[config.mk]
export PLATFORM = sky130hd
export DESIGN_NAME = alu_stage_ctrl
export DESIGN_NICKNAME = d
export VERILOG_FILES = /design/src/rtl/alu_stage_ctrl.sv
export SDC_FILE = /design/constraint.sdc
export NUM_CORES = 1
export LEC_CHECK = 0
export ABC_AREA = 1
export BUFFER_PORTS_ARGS = -buffer_cell sky130_fd_sc_hd__buf_4
export CAP_MARGIN = 40
export CORE_ASPECT_RATIO = 1.1
export CORE_MARGIN = 2
export CORE_UTILIZATION = 45
export DETAILED_ROUTE_END_ITERATION = 6
export PLACE_DENSITY = 0.78
export REMOVE_ABC_BUFFERS = 1
export SYNTH_ARGS = -nofsm -noshare
export SYNTH_HDL_FRONTEND = slang
export SYNTH_SLANG_ARGS = --single-unit
[constraint.sdc]
create_clock -name i_clk -period 4.24 [get_ports i_clk]
set_input_delay 0.424 -clock i_clk [delete_from_list [all_inputs] [get_ports i_clk]]
set_output_delay 0.424 -clock i_clk [all_outputs]
set_load 0.005 [all_outputs]
[src/rtl/alu_stage_ctrl.sv]
// Execute-stage pipeline controller: post-reset hold, branch flush, memory stall watchdog, load-use bubble.
// Optional performance counters are built when ALU_STAGE_CTRL_PERF_EN is defined.
module alu_stage_ctrl #(
   parameter int RST_HOLD      = 2,
   parameter int FLUSH_CYCLES  = 2,
   parameter int STALL_TIMEOUT = 1024
) (
   input  logic        i_clk,
   input  logic        i_rst_n,
   input  logic        i_dec_valid,
   input  logic [4:0]  i_dec_rs1_addr,
   input  logic [4:0]  i_dec_rs2_addr,
   input  logic        i_dec_uses_rs2,
   input  logic [4:0]  i_alu_rd_addr,
   input  logic        i_alu_wr_rd,
   input  logic        i_alu_is_load,
   input  logic        i_change_pc,
   input  logic        i_mem_stall,
   input  logic        i_force_stall,
   output logic        o_alu_ce,
   output logic        o_alu_stall,
   output logic        o_alu_flush,
   output logic        o_dec_stall,
   output logic [2:0]  o_state,
   output logic        o_timeout,
   output logic [31:0] o_perf_issued,
   output logic [31:0] o_perf_bubbles
);
   localparam logic [2:0] ST_RESET_WAIT = 3'd0;
   localparam logic [2:0] ST_RUN        = 3'd1;
   localparam logic [2:0] ST_HAZARD     = 3'd2;
   localparam logic [2:0] ST_FLUSH      = 3'd3;
   localparam logic [2:0] ST_STALL      = 3'd4;

   localparam int HW = (RST_HOLD > 1) ? $clog2(RST_HOLD) : 1;
   localparam int FW = (FLUSH_CYCLES > 1) ? $clog2(FLUSH_CYCLES) : 1;
   localparam int SW = $clog2(STALL_TIMEOUT + 1);
   localparam logic [HW-1:0] HOLD_INIT  = HW'(RST_HOLD - 1);
   localparam logic [FW-1:0] FLUSH_INIT = FW'(FLUSH_CYCLES - 1);
   localparam logic [SW-1:0] STALL_MAX  = SW'(STALL_TIMEOUT);

   logic [2:0]    state_r, state_s;
   logic [HW-1:0] hold_cnt_r, hold_cnt_s;
   logic [FW-1:0] flush_cnt_r, flush_cnt_s;
   logic [SW-1:0] stall_cnt_r, stall_cnt_s;
   logic          flush_r, timeout_r;
   logic          hazard_s, stall_req_s;
   logic          alu_ce_s, alu_stall_s, dec_stall_s;

   // Load-use hazard is only acted on from RUN, so the held rd cannot re-trigger in HAZARD.
   assign hazard_s = i_dec_valid & i_alu_is_load & i_alu_wr_rd & (i_alu_rd_addr != 5'd0) &
                     ((i_alu_rd_addr == i_dec_rs1_addr) |
                      (i_dec_uses_rs2 & (i_alu_rd_addr == i_dec_rs2_addr))) &
                     (state_r == ST_RUN);
   assign stall_req_s = i_mem_stall | i_force_stall;

   // State and counter registers.
   always_ff @(posedge i_clk or negedge i_rst_n) begin
      if (!i_rst_n) begin
         state_r     <= ST_RESET_WAIT;
         hold_cnt_r  <= HOLD_INIT;
         flush_cnt_r <= {FW{1'b0}};
         stall_cnt_r <= {SW{1'b0}};
         flush_r     <= 1'b0;
         timeout_r   <= 1'b0;
      end else begin
         state_r     <= state_s;
         hold_cnt_r  <= hold_cnt_s;
         flush_cnt_r <= flush_cnt_s;
         stall_cnt_r <= stall_cnt_s;
         flush_r     <= (state_s == ST_FLUSH);
         timeout_r   <= timeout_r | (stall_cnt_s == STALL_MAX);
      end
   end

   // Next-state and counter update logic.
   always_comb begin
      state_s     = state_r;
      hold_cnt_s  = hold_cnt_r;
      flush_cnt_s = flush_cnt_r;
      case (state_r)
         ST_RESET_WAIT: begin
            if (hold_cnt_r == {HW{1'b0}}) state_s = ST_RUN;
            else                          hold_cnt_s = hold_cnt_r - HW'(1'b1);
         end
         ST_RUN, ST_HAZARD, ST_STALL: begin
            if (i_change_pc) begin
               state_s     = ST_FLUSH;
               flush_cnt_s = FLUSH_INIT;
            end else if (stall_req_s) begin
               state_s = ST_STALL;
            end else if (hazard_s) begin
               state_s = ST_HAZARD;
            end else begin
               state_s = ST_RUN;
            end
         end
         ST_FLUSH: begin
            if (i_change_pc)                      flush_cnt_s = FLUSH_INIT;
            else if (flush_cnt_r == {FW{1'b0}})   state_s = stall_req_s ? ST_STALL : ST_RUN;
            else                                  flush_cnt_s = flush_cnt_r - FW'(1'b1);
         end
         default: state_s = ST_RESET_WAIT;
      endcase

      // Consecutive stall cycles, including the RUN cycle that requested the stall.
      if (state_s != ST_STALL)         stall_cnt_s = {SW{1'b0}};
      else if (stall_cnt_r == STALL_MAX) stall_cnt_s = stall_cnt_r;
      else                             stall_cnt_s = stall_cnt_r + SW'(1'b1);
   end

   // Per-state control outputs.
   always_comb begin
      alu_ce_s    = 1'b0;
      dec_stall_s = 1'b1;
      alu_stall_s = stall_req_s;
      case (state_r)
         ST_RESET_WAIT: begin
            alu_stall_s = 1'b0;
         end
         ST_RUN: begin
            alu_ce_s    = i_dec_valid & ~hazard_s & ~stall_req_s & ~i_change_pc;
            dec_stall_s = hazard_s | stall_req_s;
         end
         ST_HAZARD, ST_FLUSH: begin
            dec_stall_s = 1'b0;
         end
         ST_STALL: begin
            dec_stall_s = 1'b1;
         end
         default: begin
            alu_stall_s = 1'b0;
         end
      endcase
   end

   assign o_alu_ce    = alu_ce_s;
   assign o_alu_stall = alu_stall_s;
   assign o_dec_stall = dec_stall_s;
   assign o_alu_flush = flush_r;
   assign o_state     = state_r;
   assign o_timeout   = timeout_r;

`ifdef ALU_STAGE_CTRL_PERF_EN
   logic [31:0] perf_issued_r, perf_bubbles_r;
   logic        bubble_s;

   assign bubble_s = (state_r == ST_HAZARD) | (state_r == ST_FLUSH) | (state_r == ST_STALL);

   // Free-running wrapping performance counters.
   always_ff @(posedge i_clk or negedge i_rst_n) begin
      if (!i_rst_n) begin
         perf_issued_r  <= 32'd0;
         perf_bubbles_r <= 32'd0;
      end else begin
         if (alu_ce_s) perf_issued_r <= perf_issued_r + 32'd1;
         else          perf_issued_r <= perf_issued_r;
         if (bubble_s) perf_bubbles_r <= perf_bubbles_r + 32'd1;
         else          perf_bubbles_r <= perf_bubbles_r;
      end
   end

   assign o_perf_issued  = perf_issued_r;
   assign o_perf_bubbles = perf_bubbles_r;
`else
   assign o_perf_issued  = 32'd0;
   assign o_perf_bubbles = 32'd0;
`endif

endmodule

==> results.md <==
Run status:
- The flow ran to the end, and the final reports show no timing, DRC or antenna violations.

Synth:
- The proportion of synthesized chip area in sequential cells is 0.251.
- Of the total synthesized cell area, the portion taken by XOR and XNOR cells is 0.0390.
- The netlist area before placement is 0.00180 sq mm.
- The count of mapped cells out of synthesis is 263.
- The flip-flop cell with the highest count after synthesis is dfrtp_1.
- The post-synthesis average cell area is 6.83 sq um.
- The number of flops mapped to enable cells by yosys is 0.
- The post-synthesis share of cell area spent on and, or, nand and nor gates is 0.326.
- The area fraction in compound gates after synthesis was 0.0251.
- The adder and majority gate portion of the synthesized area is 0.0139.
- The total of warnings raised by yosys is 0.
- The share of flip-flops with an asynchronous set or reset is 1.00.
- The synthesized netlist contains 26 unique library cells.
- The flip-flop and latch count after synthesis is 18.
- After synthesis, the largest family of logic cells by area is buffers and inverters.
- The portion of synthesized area spent on multiplexers is 0.

GRT:
- The number of global-route vias before repair is ~1300.
- The global-route usage over all layers is 0.134.
- Entering global routing, the biggest net connects 19 pins.
- After global routing the overflow that remains totals 0.
- The first global-routing pass estimated around 5000 um of wire.
- The number of antenna violations at the first check in global routing is 0.

Layout:
- The finished cells cover between 0.0015 and 0.002 sq mm.
- Relative to the synthesized area, the layout overhead comes to 6.06%.
- The core utilization of the finished layout is 0.488.
- In the final layout, the multi-input gates occupy ~970 sq um.
- Fill cells in the final layout number 418.
- In the final design database the tool counted 324 nets.
- The total area of sequential cells is 452 sq um.
- The proportion of layout cells with a drive suffix above 1 is 0.209.
- The final antenna diode count is 0.
- Leaving out fill and tap cells, the most frequent cells in the layout are 64 x conb_1, 63 x nand2_1, 33 x inv_1, 31 x buf_4, 25 x nor2_1.
- The library cell used most frequently in the layout, excluding fill and tap cells, is conb_1.

Setup path:
- The most repeated library cell on the critical path is nand2_1.
- The critical path contains buffers and inverters numbering 2 combined.
- The data required time at the worst endpoint is 3.82 ns.
- For this run, the slowest stage of the critical path takes 0.41 ns.
- The setup slack on the worst flop-to-flop path is 2.68 ns.
- The largest individual stage delay along the critical path comes from the cell dfrtp_1.
- The critical path is of the flop to output port type.
- Traced cell by cell, the critical path runs through inv_2, nand2_2, nor2_1, nand4_1, nor2_1, nand2_1, nand2_1, nand2_1, nand3_1, buf_4.
- The gate family responsible for the most delay along the worst path is simple AND/OR/NAND/NOR gates.
- The worst setup path is captured at an output port.
- STA puts the critical path data arrival time at roughly 1.6 ns.
- The maximum fanout count along the critical path is 3.
- STA classifies the critical path startpoint as a flop.

Routing:
- For this run, design rule violations remaining after detail routing come to 0.
- The number of search-and-repair iterations in the first detailed-routing pass is 4.
- In this run, the number of DRC markers left after iteration 0 of detailed routing was 39.
- Wires add up to 3050 um.
- The remaining antenna violation count after routing is 0.
- The final route contains 1424 vias.
- The number of vias per cell is 4.08.
- The routed length per placed instance is a little under 9 um.

Floorplan:
- The starting density of the core is 0.460.
- The die covers 0.00451 sq mm.
- The initialized floorplan defines 24 standard-cell rows.
- From left edge to right edge, the die measures 64.2 um.
- In this run the vertical extent of the chip is approximately 70 um.
- The number of ports placed on the die boundary is 96.
- The floorplan step defined a core boundary enclosing roughly 0.0039 sq mm.

STA:
- The count of final setup violators is 0.
- Subtracting the final worst setup slack from the clock period gives 2.04 ns.
- The number of max-slew violations in the final report is 0.
- In the final timing run, aggregate negative setup slack is 0 ns.
- Of the available clock period, the critical path in the final layout requires 0.481.
- The hold violation total from the final report is 0.
- The fmax is slightly below 500 MHz.
- Between clock sinks in the finished design, the worst skew comes to 0.00648 ns.
- Setup repair after global routing left no endpoint under its margin.
- Final hold analysis gives a worst-case slack of 0.0254 ns.

Placed design:
- The count of buffers from port buffering is 31.
- The final weighted congestion in routability-driven placement is 0.781.
- The placed instance area is between 0.0015 and 0.002 sq mm.
- The post-detailed-placement half-perimeter wirelength is 2570 um.

Pwr:
- For this design the static power due to leakage is about 1.2 nW.
- The worst voltage drop across the vdd grid is 241 uV.
- In this run the power density over the cells is 353 mW/mm^2.
- Total power for the finished layout comes to 0.672 mW.

CTS:
- At the later pin of the worst-skew pair, clock insertion delay measures 0.25 ns.
- In this run, CTS created clock tree buffers numbering 3.
- The clock-pin slew on the worst setup and hold paths is 0.07 ns.
- The maximum root-to-sink buffer count is 2.
- The total of hold buffers inserted after clock tree synthesis is 0.
- In this run the clock root is driven by a clkbuf_8.
- The TritonCTS sink count is 18.
- TritonCTS built the clock tree.
- The post-CTS setup buffer count is 0.
- Post-CTS repair changed the size of 0 cells.
- In this run the number of H-tree levels came out at 1.

Worst hold path:
- In this run the worst hold path is classified as input port to async pin.

Flow run:
- Across the run, the number of max-cap violations was 0.
[metrics by stage]
stage	worst slack (ns)	instances
global route	2.06	349
CTS	2.19	349
finish	2.20	349
global placement	2.47	345
detailed placement	2.46	345
floorplan	2.68	262
[worst paths after layout]
| check | start | end | depth (start not counted) |
|---|---|---|---|
| setup / recovery | o_state[2] | o_dec_stall | 10 |
| hold / removal | i_rst_n | stall_cnt_r[7] | 1 |
| setup reg to reg | stall_cnt_r[1] | o_timeout | 10 |
| hold reg to reg | o_timeout | o_timeout | 2 |
| max in group asynchronous | i_rst_n | hold_cnt_r | 1 |
| min in group i_clk | o_timeout | o_timeout | 2 |
[synthesized netlist by cell type, types with 3 or more instances]
cell type | count | area [sq um]
inv_2 | 3 | 11.3
buf_4 | 64 | 480
inv_1 | 33 | 124
xor2_1 | 5 | 43.8
nor2_4 | 3 | 33.8
nor3_1 | 4 | 20.0
xnor2_1 | 3 | 26.3
dfrtp_1 | 17 | 425
nand3_1 | 10 | 50.1
nor2_1 | 25 | 93.8
nor2_2 | 5 | 31.3
nand2_2 | 10 | 62.6
nand2_1 | 63 | 236
[layout make-up]
type	instances	share of cell area
Inverter	36	0.0709
Multi-Input combinational cell	208	0.507
Clock buffer	4	0.0289
Sequential cell	18	0.237
Timing Repair Buffer	31	0.122
Tap cell	52	0.0341
[registers in the layout, indices dropped and copies added, names as in the netlist]
register	cells
flush_cnt_r	1
o_state	3
stall_cnt_r	11
o_timeout	1
hold_cnt_r	1
o_alu_flush	1
[cells by family (layout without fill, tap and decap cells)]
kind of cell,count (synthesis),after routing
and+or+nand+nor,127,127
buffers and inverters,100,71
other,1,64
DFF,18,18
xor gates and xnor gates,8,8
adders and majority gates,2,2
AOI/OAI and AO/OA,7,7
[routing by layer]
metal | routed length, um | up-vias | GRT usage
met1 | 1190 | 638 | 0.141
met2 | 1590 | 56 | 0.263
met3 | 263 | 3 | 0.0386
met4 | 7 | 0 | 0.0236
li1 | - | 727 | -
met5 | 0 | - | 0
[power breakdown]
part           internal [mW]  switching [mW]  leakage (nW)
combinational          0.124           0.187         0.891
clock                 0.0824          0.0549        0.0288
sequential             0.198          0.0251         0.232
Note: power is estimated with default switching activity, not from simulation.
